===== src/rtl/vga_rx_timing.sv =====
// VGA receiver timing recovery: measures line/frame lengths, locks to the expected mode and
// emits active-area pixels with coordinates. Define VGA_RX_FRAME_CKSUM_EN for a per-frame pixel checksum.
module vga_rx_timing #(
  parameter int H_ACTIVE    = 640,
  parameter int H_BP        = 48,
  parameter int V_ACTIVE    = 480,
  parameter int V_BP        = 33,
  parameter int H_TOTAL_EXP = 800,
  parameter int V_TOTAL_EXP = 525
) (
  input  logic        CLOCK_50,
  input  logic        RESET,
  input  logic        PIX_CE,
  input  logic        VGA_HS,
  input  logic        VGA_VS,
  input  logic [3:0]  VGA_R,
  input  logic [3:0]  VGA_G,
  input  logic [3:0]  VGA_B,
  output logic [9:0]  PIX_X,
  output logic [9:0]  PIX_Y,
  output logic [3:0]  PIX_R,
  output logic [3:0]  PIX_G,
  output logic [3:0]  PIX_B,
  output logic        PIX_VALID,
  output logic        FRAME_START,
  output logic        LOCKED,
  output logic [11:0] H_TOTAL,
  output logic [11:0] V_TOTAL,
  output logic [15:0] FRAME_CKSUM
);

  typedef enum logic [1:0] {
    ST_UNLOCK,
    ST_SEEK,
    ST_CHECK,
    ST_LOCK
  } lock_state_t;

  localparam logic [11:0] CNT_MAX = 12'hFFF;
  localparam logic [11:0] H_LO    = 12'(H_BP);
  localparam logic [11:0] H_HI    = 12'(H_BP + H_ACTIVE);
  localparam logic [11:0] V_LO    = 12'(V_BP);
  localparam logic [11:0] V_HI    = 12'(V_BP + V_ACTIVE);
  localparam logic [11:0] H_EXP   = 12'(H_TOTAL_EXP);
  localparam logic [11:0] V_EXP   = 12'(V_TOTAL_EXP);

  logic        hs_s1, hs_s2, vs_s1, vs_s2;
  logic [11:0] rgb_s1, rgb_s2;
  logic [11:0] hcnt, vcnt;
  logic [11:0] hcnt_inc, vcnt_inc;
  logic        hs_rise, vs_rise;
  logic        h_match, v_match;
  logic        line_bad;
  logic        frame_ok;
  logic        in_active;

  lock_state_t state_q, state_d;
  logic [1:0]  match_q, match_d;

  // Syncs are active-low, so the deassert edge is a rising edge between stage 2 and stage 1.
  assign hs_rise  = hs_s1 & ~hs_s2;
  assign vs_rise  = vs_s1 & ~vs_s2;
  assign hcnt_inc = (hcnt == CNT_MAX) ? CNT_MAX : hcnt + 12'd1;
  assign vcnt_inc = (vcnt == CNT_MAX) ? CNT_MAX : vcnt + 12'd1;
  assign h_match  = (hcnt_inc == H_EXP);
  assign v_match  = (vcnt_inc == V_EXP);

  // The line closing on the VS edge belongs to the frame being judged.
  assign frame_ok = ~line_bad & (~hs_rise | h_match) & v_match;

  assign in_active = (hcnt >= H_LO) && (hcnt < H_HI) && (vcnt >= V_LO) && (vcnt < V_HI);
  assign LOCKED    = (state_q == ST_LOCK);

  // NOTE: sequential state uses non-blocking assignments so every register samples pre-edge values.
  always_ff @(posedge CLOCK_50) begin
    if (RESET) begin
      hs_s1   <= 1'b1;
      hs_s2   <= 1'b1;
      vs_s1   <= 1'b1;
      vs_s2   <= 1'b1;
      rgb_s1  <= '0;
      rgb_s2  <= '0;
      hcnt    <= '0;
      vcnt    <= '0;
      H_TOTAL <= '0;
      V_TOTAL <= '0;
    end else if (PIX_CE) begin
      hs_s1  <= VGA_HS;
      hs_s2  <= hs_s1;
      vs_s1  <= VGA_VS;
      vs_s2  <= vs_s1;
      rgb_s1 <= {VGA_R, VGA_G, VGA_B};
      rgb_s2 <= rgb_s1;
      hcnt   <= hs_rise ? 12'd0 : hcnt_inc;
      if (vs_rise)      vcnt <= 12'd0;
      else if (hs_rise) vcnt <= vcnt_inc;
      if (hs_rise) H_TOTAL <= hcnt_inc;
      if (vs_rise) V_TOTAL <= vcnt_inc;
    end
  end

  // Second pipeline stage: hcnt/vcnt and rgb_s2 describe the same sample here.
  always_ff @(posedge CLOCK_50) begin
    if (RESET) begin
      PIX_VALID <= 1'b0;
      PIX_X     <= '0;
      PIX_Y     <= '0;
      PIX_R     <= '0;
      PIX_G     <= '0;
      PIX_B     <= '0;
    end else if (PIX_CE) begin
      PIX_VALID <= in_active & LOCKED;
      PIX_X     <= in_active ? 10'(hcnt - H_LO) : 10'd0;
      PIX_Y     <= in_active ? 10'(vcnt - V_LO) : 10'd0;
      if (in_active && LOCKED) begin
        PIX_R <= rgb_s2[11:8];
        PIX_G <= rgb_s2[7:4];
        PIX_B <= rgb_s2[3:0];
      end else begin
        PIX_R <= '0;
        PIX_G <= '0;
        PIX_B <= '0;
      end
    end
  end

  always_ff @(posedge CLOCK_50) begin
    if (RESET) begin
      FRAME_START <= 1'b0;
      line_bad    <= 1'b0;
    end else begin
      FRAME_START <= PIX_CE & vs_rise;
      if (PIX_CE) begin
        if (vs_rise)                line_bad <= 1'b0;
        else if (hs_rise && !h_match) line_bad <= 1'b1;
      end
    end
  end

  always_ff @(posedge CLOCK_50) begin
    if (RESET) begin
      state_q <= ST_UNLOCK;
      match_q <= '0;
    end else begin
      state_q <= state_d;
      match_q <= match_d;
    end
  end

  // NOTE: defaults first so every path assigns every output and no latch is inferred.
  always_comb begin
    state_d = state_q;
    match_d = match_q;
    unique case (state_q)
      ST_UNLOCK: begin
        state_d = ST_SEEK;
        match_d = '0;
      end
      ST_SEEK: begin
        if (PIX_CE && vs_rise) begin
          state_d = ST_CHECK;
          match_d = '0;
        end
      end
      ST_CHECK: begin
        if (PIX_CE && vs_rise) begin
          if (!frame_ok) begin
            match_d = '0;
          end else if (match_q == 2'd1) begin
            match_d = 2'd2;
            state_d = ST_LOCK;
          end else begin
            match_d = match_q + 2'd1;
          end
        end
      end
      ST_LOCK: begin
        if ((PIX_CE && hs_rise && !h_match) || (PIX_CE && vs_rise && !v_match) ||
            (hcnt == CNT_MAX)) begin
          state_d = ST_SEEK;
          match_d = '0;
        end
      end
      default: begin
        state_d = ST_UNLOCK;
        match_d = '0;
      end
    endcase
  end

`ifdef VGA_RX_FRAME_CKSUM_EN
  logic [15:0] cksum_acc;
  logic        out_stb;
  logic [15:0] pix_word;

  // out_stb marks the cycle in which a freshly registered output pixel is presented.
  assign pix_word = PIX_VALID ? {4'h0, PIX_R, PIX_G, PIX_B} : 16'h0000;

  always_ff @(posedge CLOCK_50) begin
    if (RESET) begin
      out_stb     <= 1'b0;
      cksum_acc   <= '0;
      FRAME_CKSUM <= '0;
    end else begin
      out_stb <= PIX_CE;
      if (out_stb) begin
        if (FRAME_START) begin
          FRAME_CKSUM <= cksum_acc;
          cksum_acc   <= pix_word;
        end else begin
          cksum_acc <= cksum_acc + pix_word;
        end
      end
    end
  end
`else
  assign FRAME_CKSUM = 16'h0000;
`endif

endmodule


===== config.mk =====
export PLATFORM = sky130hd
export DESIGN_NAME = vga_rx_timing
export DESIGN_NICKNAME = d
export VERILOG_FILES = /design/src/rtl/vga_rx_timing.sv
export SDC_FILE = /design/constraint.sdc
export NUM_CORES = 1
export LEC_CHECK = 0
export BUFFER_PORTS_ARGS = -buffer_cell sky130_fd_sc_hd__buf_4
export CAP_MARGIN = 40
export CELL_PAD_IN_SITES_DETAIL_PLACEMENT = 0
export CELL_PAD_IN_SITES_GLOBAL_PLACEMENT = 1
export CORE_ASPECT_RATIO = 1.75
export CORE_MARGIN = 2
export CORE_UTILIZATION = 38
export DETAILED_ROUTE_END_ITERATION = 10
export GPL_TIMING_DRIVEN = 0
export PLACE_DENSITY = 0.77
export SLEW_MARGIN = 40
export SYNTH_ARGS = -nofsm -noshare
export SYNTH_HDL_FRONTEND = slang
export SYNTH_SLANG_ARGS = --single-unit

===== constraint.sdc =====
create_clock -name CLOCK_50 -period 2.7 [get_ports CLOCK_50]
set_input_delay 0.54 -clock CLOCK_50 [delete_from_list [all_inputs] [get_ports CLOCK_50]]
set_output_delay 0.54 -clock CLOCK_50 [all_outputs]
set_load 0.05 [all_outputs]

======== Yosys cells after proc, flatten, opt, wreduce, memory -nomap -nowiden ========
Cells that the tools add are included.
operators by class
  muxes and demuxes ....................... 24
  eq/ne operators ......................... 13
  magnitude comparators ................... 4
  multiply operators ...................... 0
  divide/modulo/power cells ............... 0
  reduce and logical (&&, ||, !) cells .... 22
  shift operators ......................... 0
  bitwise logic cells ..................... 11
  add/subtract/negate cells ............... 5
operators with widths
  operator                                                            number
  two-way mux 12 bit                                                  5
  adder 12 x 1 -> 12 bit, second input constant                       2
  equality test 12 x 10 -> 1 bit, second input constant               2
  equality test 12 bit, second input constant                         2
  greater-or-equal comparator 12 x 6 -> 1 bit, second input constant  2
  less-than comparator 12 x 10 -> 1 bit, second input constant        2
  two-way mux 10 bit                                                  2
  two-way mux 2 bit                                                   10
  subtractor 10 x 6 -> 10 bit, second input constant                  2
  case mux 2 bit (4 select lines)                                     2
  two-way mux 4 bit                                                   3
  logical AND 1 bit                                                   9
  inequality test 2 bit, second input constant                        4
  AND reduction 2 bit                                                 4
  AND 1 bit                                                           6
  AND reduction 5 bit                                                 1
  equality test 2 x 1 -> 1 bit, second input constant                 2
  equality test 2 bit, second input constant                          2
  NOT 1 bit                                                           4
  nonzero test 2 bit                                                  2
  AND reduction 3 bit                                                 1
  adder 2 x 1 -> 2 bit, second input constant                         1
  logical NOT 1 bit                                                   2
  logical NOT 2 bit                                                   1
  4 further kinds                                                     6
word-level totals
  memories ................................ 0
  word-level logic and storage cells ...... 99
  RAM bits ................................ 0
  latch bits .............................. 0
  ROM bits ................................ 0
  register bits after elaboration ......... 115

======== Longest topological paths before layout ========
  depth in word-level cells ............... 9
  gate-level depth with buffers ........... 12
  depth with buffers taken out ............ 10

======== Least setup slack after synthesis ========
OpenSTA, ideal clock, no wires.
  path kind ............................... reg-to-reg
  start point ............................. register vcnt[1]
  end point ............................... register match_q[0]
  path buffers ............................ 0
  path slack .............................. -52 ps
  stages on the path, launching flop included .. 9
  arrival ................................. 2668 ps
  cell sequence ........................... dfxtp_1 -> ha_1 -> and4_1 -> a31o_2 -> a222oi_1 -> nand4b_1 -> or4_1 -> or4b_4 -> o31ai_2
on the way
  word-level cells in the longest chain between the ends .. 9
  elaborated cells on any way between the ends .. 14
  classes of those cells .................. add/sub (1); eq/ne (3); mux (4); bitwise (1); reduce/logical (5)
ends and longest elaborated chain
  what                                                            RTL line  RTL
  from (decl)                                                     49        logic [11:0] hcnt, vcnt;
  from (signal assigned)                                          96        else if (hs_rise) vcnt <= vcnt_inc;
  adder 12 x 1 -> 12 bit or equality test 12 bit (tied branches)  64        assign vcnt_inc = (vcnt == CNT_MAX) ? CNT_MAX : vcnt + 12'd1;
  two-way mux 12 bit (*)                                          64
  equality test 12 x 10 -> 1 bit (*)                              66        assign v_match = (vcnt_inc == V_EXP);
  logical NOT 1 bit                                               178       if ((PIX_CE && hs_rise && !h_match) || (PIX_CE && vs_rise && !v_match) ||
  logical AND 1 bit                                               178
  logical OR 1 bit (2 in a row)                                   178
  inequality test 2 x 1 -> 1 bit (no source line)                 -
  AND reduction 3 bit (no source line)                            -
  to (signal assigned)                                            146       match_q <= match_d;
  to (decl)                                                       58        logic [1:0] match_q, match_d;
Every way passes the cells marked *; elsewhere a longest branch is shown, timed or not. The select of a mux whose other input is x is not followed.
A chain may end at the register's enable or synchronous reset.

======== Final worst setup path ========
  start point ............................. register vcnt[1]
  end point ............................... register state_q[1]
on the way
  word-level cells in the longest chain between the ends .. 9
  elaborated cells on any way between the ends .. 12
  classes of those cells .................. add/sub (1); eq/ne (4); mux (1); bitwise (1); reduce/logical (5)
ends and longest elaborated chain
  what                                                            RTL line  RTL
  adder 12 x 1 -> 12 bit or equality test 12 bit (tied branches)  64
  two-way mux 12 bit (*)                                          64
  equality test 12 x 10 -> 1 bit (*)                              66
  logical NOT 1 bit                                               178
  logical AND 1 bit                                               178
  logical OR 1 bit (2 in a row)                                   178
  inequality test 2 x 1 -> 1 bit (no source line)                 -
  AND reduction 5 bit (no source line) (*)                        -
  to (signal assigned)                                            145       state_q <= state_d;
  to (decl)                                                       57        lock_state_t state_q, state_d;
Every way passes the cells marked *; elsewhere a longest branch is shown, timed or not.

==> impl_metrics.toml <==
[status]
status = "finished, violations left"
violations = "setup timing"

[final_layout]
antenna_cells = 0
drive_gt1_frac = 0.2578
fillers = 1385
area_growth_pct = 33.45
fin_util = 0.5205
nets = 813
final_common_cell = "buf_4"
layout_common_cells = "buf_4, dfxtp_1, nor2_1, nand2_1, a21oi_1"

[clock_network]
htreeDepth = 4
clk_path_buf_depth = 2
worstSkewPairLatency_ns = 0.42
cts_tree = "built"
clk_pin_slew_ns = 0.06
cts_buffers = 17
cts-root-buf = "clkbuf_16"
cts_num_sinks = 115

[pwr]
peakVddDrop_v = 0.0005422
leakage_nw = 2.867
power_switching_mw = 1.259
combinationalPowerShare = 0.116
pwr-share-clk = 0.487
intPower_mw = 3.221
p_seq_frac = 0.397
power.density_nw_per_um2 = 619.0
switching_share = 0.2811

[critical_path]
startpoint = "vcnt[1]"
worstRegToRegCells = 9
worst-path-stages = 9
crit_type = "flip-flop to flip-flop"
arrival_ns = 3.22
crit_path_end_kind = "flip-flop"
cp.buffers_inverters = 0
crit_chain = "ha_4, and4_4, a31o_2, a222oi_1, nand4b_1, or4b_1, o21a_1, or2_4, a211oi_2"
crit_path_top_delay_cell = "or4b_1"
cp.required_ns = 3.03
critPathTopFamily = "simple AND/OR/NAND/NOR gates"
regToRegSetupSlack_ns = -0.19
max_stage_delay_ns = 0.55
rr_startpoint = "vcnt[1]"
endpoint = "state_q[1]"
cp_max_fo = 6
cp-start-kind = "flip-flop"
rr_endpoint = "state_q[1]"

[worst_hold_path]
hp-start = "VGA_HS"
min_path_cells = 2
worstHoldPathType = "primary input to flip-flop"

[logic_synthesis]
yosysSeqAreaShare = 0.4245
avgSynthCellArea_um2 = 8.218
yosysWarnings = 0
synth_area_leaders = "dfxtp_1, nor2_1, a21oi_1"
synth-edff-count = 0
synth_largest_area_cell = "dfxtp_1"
synthDistinctLibCells = 62
syn_area_um2 = 5424
ys_seq_elements = 115
ys.flop_type = "dfxtp_1"
yosysTopAreaCellShare = 0.4245
synthCells = 660
async_flop_share = 0

[global_routing]
grt_pass1_wl_mm = 26.54
grt-ovfl-total = 0
grt_max_degree = 17
grt_usage = 0.2224
grt_pass1_vias = 5288
antenna_found_initial = 0

[floorplanning]
die_w_um = 94.31
io_pins = 92
die_area_um2 = 15280
coreArea_um2 = 13910
start_util = 0.3900
rows = 57
fp.dieH_um = 162.0

[sta]
finalHoldViolCount = 0
rsz0062_at_grt = "true"
worstMarginPinSlew_ns = 0.8530
hold_ws_ns = 0.3277
fmax_ghz = 0.3456
fin_skew_ns = 0.02048
fin_ws_ns = -0.1938
period_share = 1.072
slew_violations = 0
fin_crit_ns = 2.894
relSlewSlack = 0.4292
setup_viol = 4

[route]
drt-total-wl_mm = 16.82
postRouteAntennaNets = 0
viasPerCell = 5.410
routedWlPerCell_um = 17.23
dr.pass1.iters = 5
drt_iter0_drc = 251
drc = 0
vias = 5280

[run]
drv_cap = 0

[placed_design]
hpwlAfterDp_mm = 12.03
gp_congestion = 0.8788
numPortBuffers = 74
how the worst min path moves through the flow:
stage	end
2_1_floorplan	vs_s2
3_3_place_gp	PIX_Y[7]
3_5_place_dp	V_TOTAL[6]
4_1_cts	hs_s1
5_1_grt	hs_s1
6_report	hs_s1
layout make-up:
cell class | count | area, um^2 | share of cell area
Tap cell | 177 | 221.5 | 0.03060
Inverter | 12 | 45.04 | 0.006223
Clock inverter | 15 | 147.6 | 0.02040
Buffer | 65 | 402.9 | 0.05566
Multi-Input combinational cell | 479 | 2948 | 0.4073
Sequential cell | 115 | 2327 | 0.3215
Timing Repair Buffer | 96 | 720.7 | 0.09957
Clock buffer | 17 | 425.4 | 0.05877
flip-flops by register name (all words and copies together) (netlist names), 2 cells and up:
register / flops
PIX_Y: 10
vcnt: 12
rgb_s1: 12
H_TOTAL: 12
rgb_s2: 12
PIX_B: 4
match_q: 2
state_q: 2
hcnt: 12
V_TOTAL: 12
PIX_G: 4
PIX_X: 10
PIX_R: 4
metal layers:
metal / wire length [um] / GRT usage / vias up
met3: 784 / 0.03757 / 30
met4: 403 / 0.1047 / 0
met2: 9098 / 0.4036 / 163
met1: 6534 / 0.2466 / 2536
li1: - / - / 2551
met5: 0 / 0 / -
worst reg2reg max path, cell delays in order, from the launching register on:
cell	delay, ns
dfxtp_4	0.38
ha_4	0.19
and4_4	0.22
a31o_2	0.26
a222oi_1	0.39
nand4b_1	0.21
or4b_1	0.55
o21a_1	0.21
or2_4	0.25
a211oi_2	0.18
per-stage QoR:
step / std cells / setup TNS [ns] / instance area [um^2] / total power, mW / setup slack, ns
detailed placement: 926 / -12.25 / 6277 / 2.291 / -0.6037
global route: 976 / -0.9612 / 7238 / 4.644 / -0.2696
global placement: 926 / -12.13 / 6277 / 2.271 / -0.5421
finish: 976 / -0.6397 / 7238 / 4.480 / -0.1938
CTS: 968 / -1.539 / 7133 / 4.505 / -0.1801
floorplan: 675 / 0 / 5500 / 2.154 / 0.006646
cell usage after synthesis (all sizes together), types with 4 or more instances:
master and number:
a311oi 7, a31oi 4, xnor2 8, and2 5
xor2 9, a21oi 51, and3 6, o21ai 23
clkbuf 36, a211o 5, a211oi 10, nor2b 9
mux2i 24, inv 11, or4 5, ha 10
nand2 64, nand3 23, and4 5, nand3b 4
nor2 98, a22oi 21, dfxtp 115, nand4 10
nor3 17, o31ai 4, buf 34
cell families after synthesis:
family | Yosys count | synth area share
fa+ha+maj | 10 | 0.02307
xor+xnor | 17 | 0.02745
simple gates | 265 | 0.2325
compound gates | 143 | 0.1702
mux | 27 | 0.05052
flops | 115 | 0.4245
other cells | 1 | 0.0006914
buf+inv | 82 | 0.07105
power by group through the flow:
stage               Clock, mW  Combinational (mW)  Sequential [mW]
global route             2.29               0.568             1.78
CTS                      2.22               0.508             1.78
floorplan                   0               0.308             1.85
global placement            0               0.460             1.81
detailed placement          0               0.477             1.81
finish                   2.18               0.522             1.78
timing repair:
item	4_1_cts	5_1_grt
endpoints found under the setup margin	37	37
hold buffers	0	0
resized for setup	58	17
setup buffers	13	9
pin swaps	12	12
gates cloned	0	1
No activity file was read; power rests on OpenSTA's default activity.
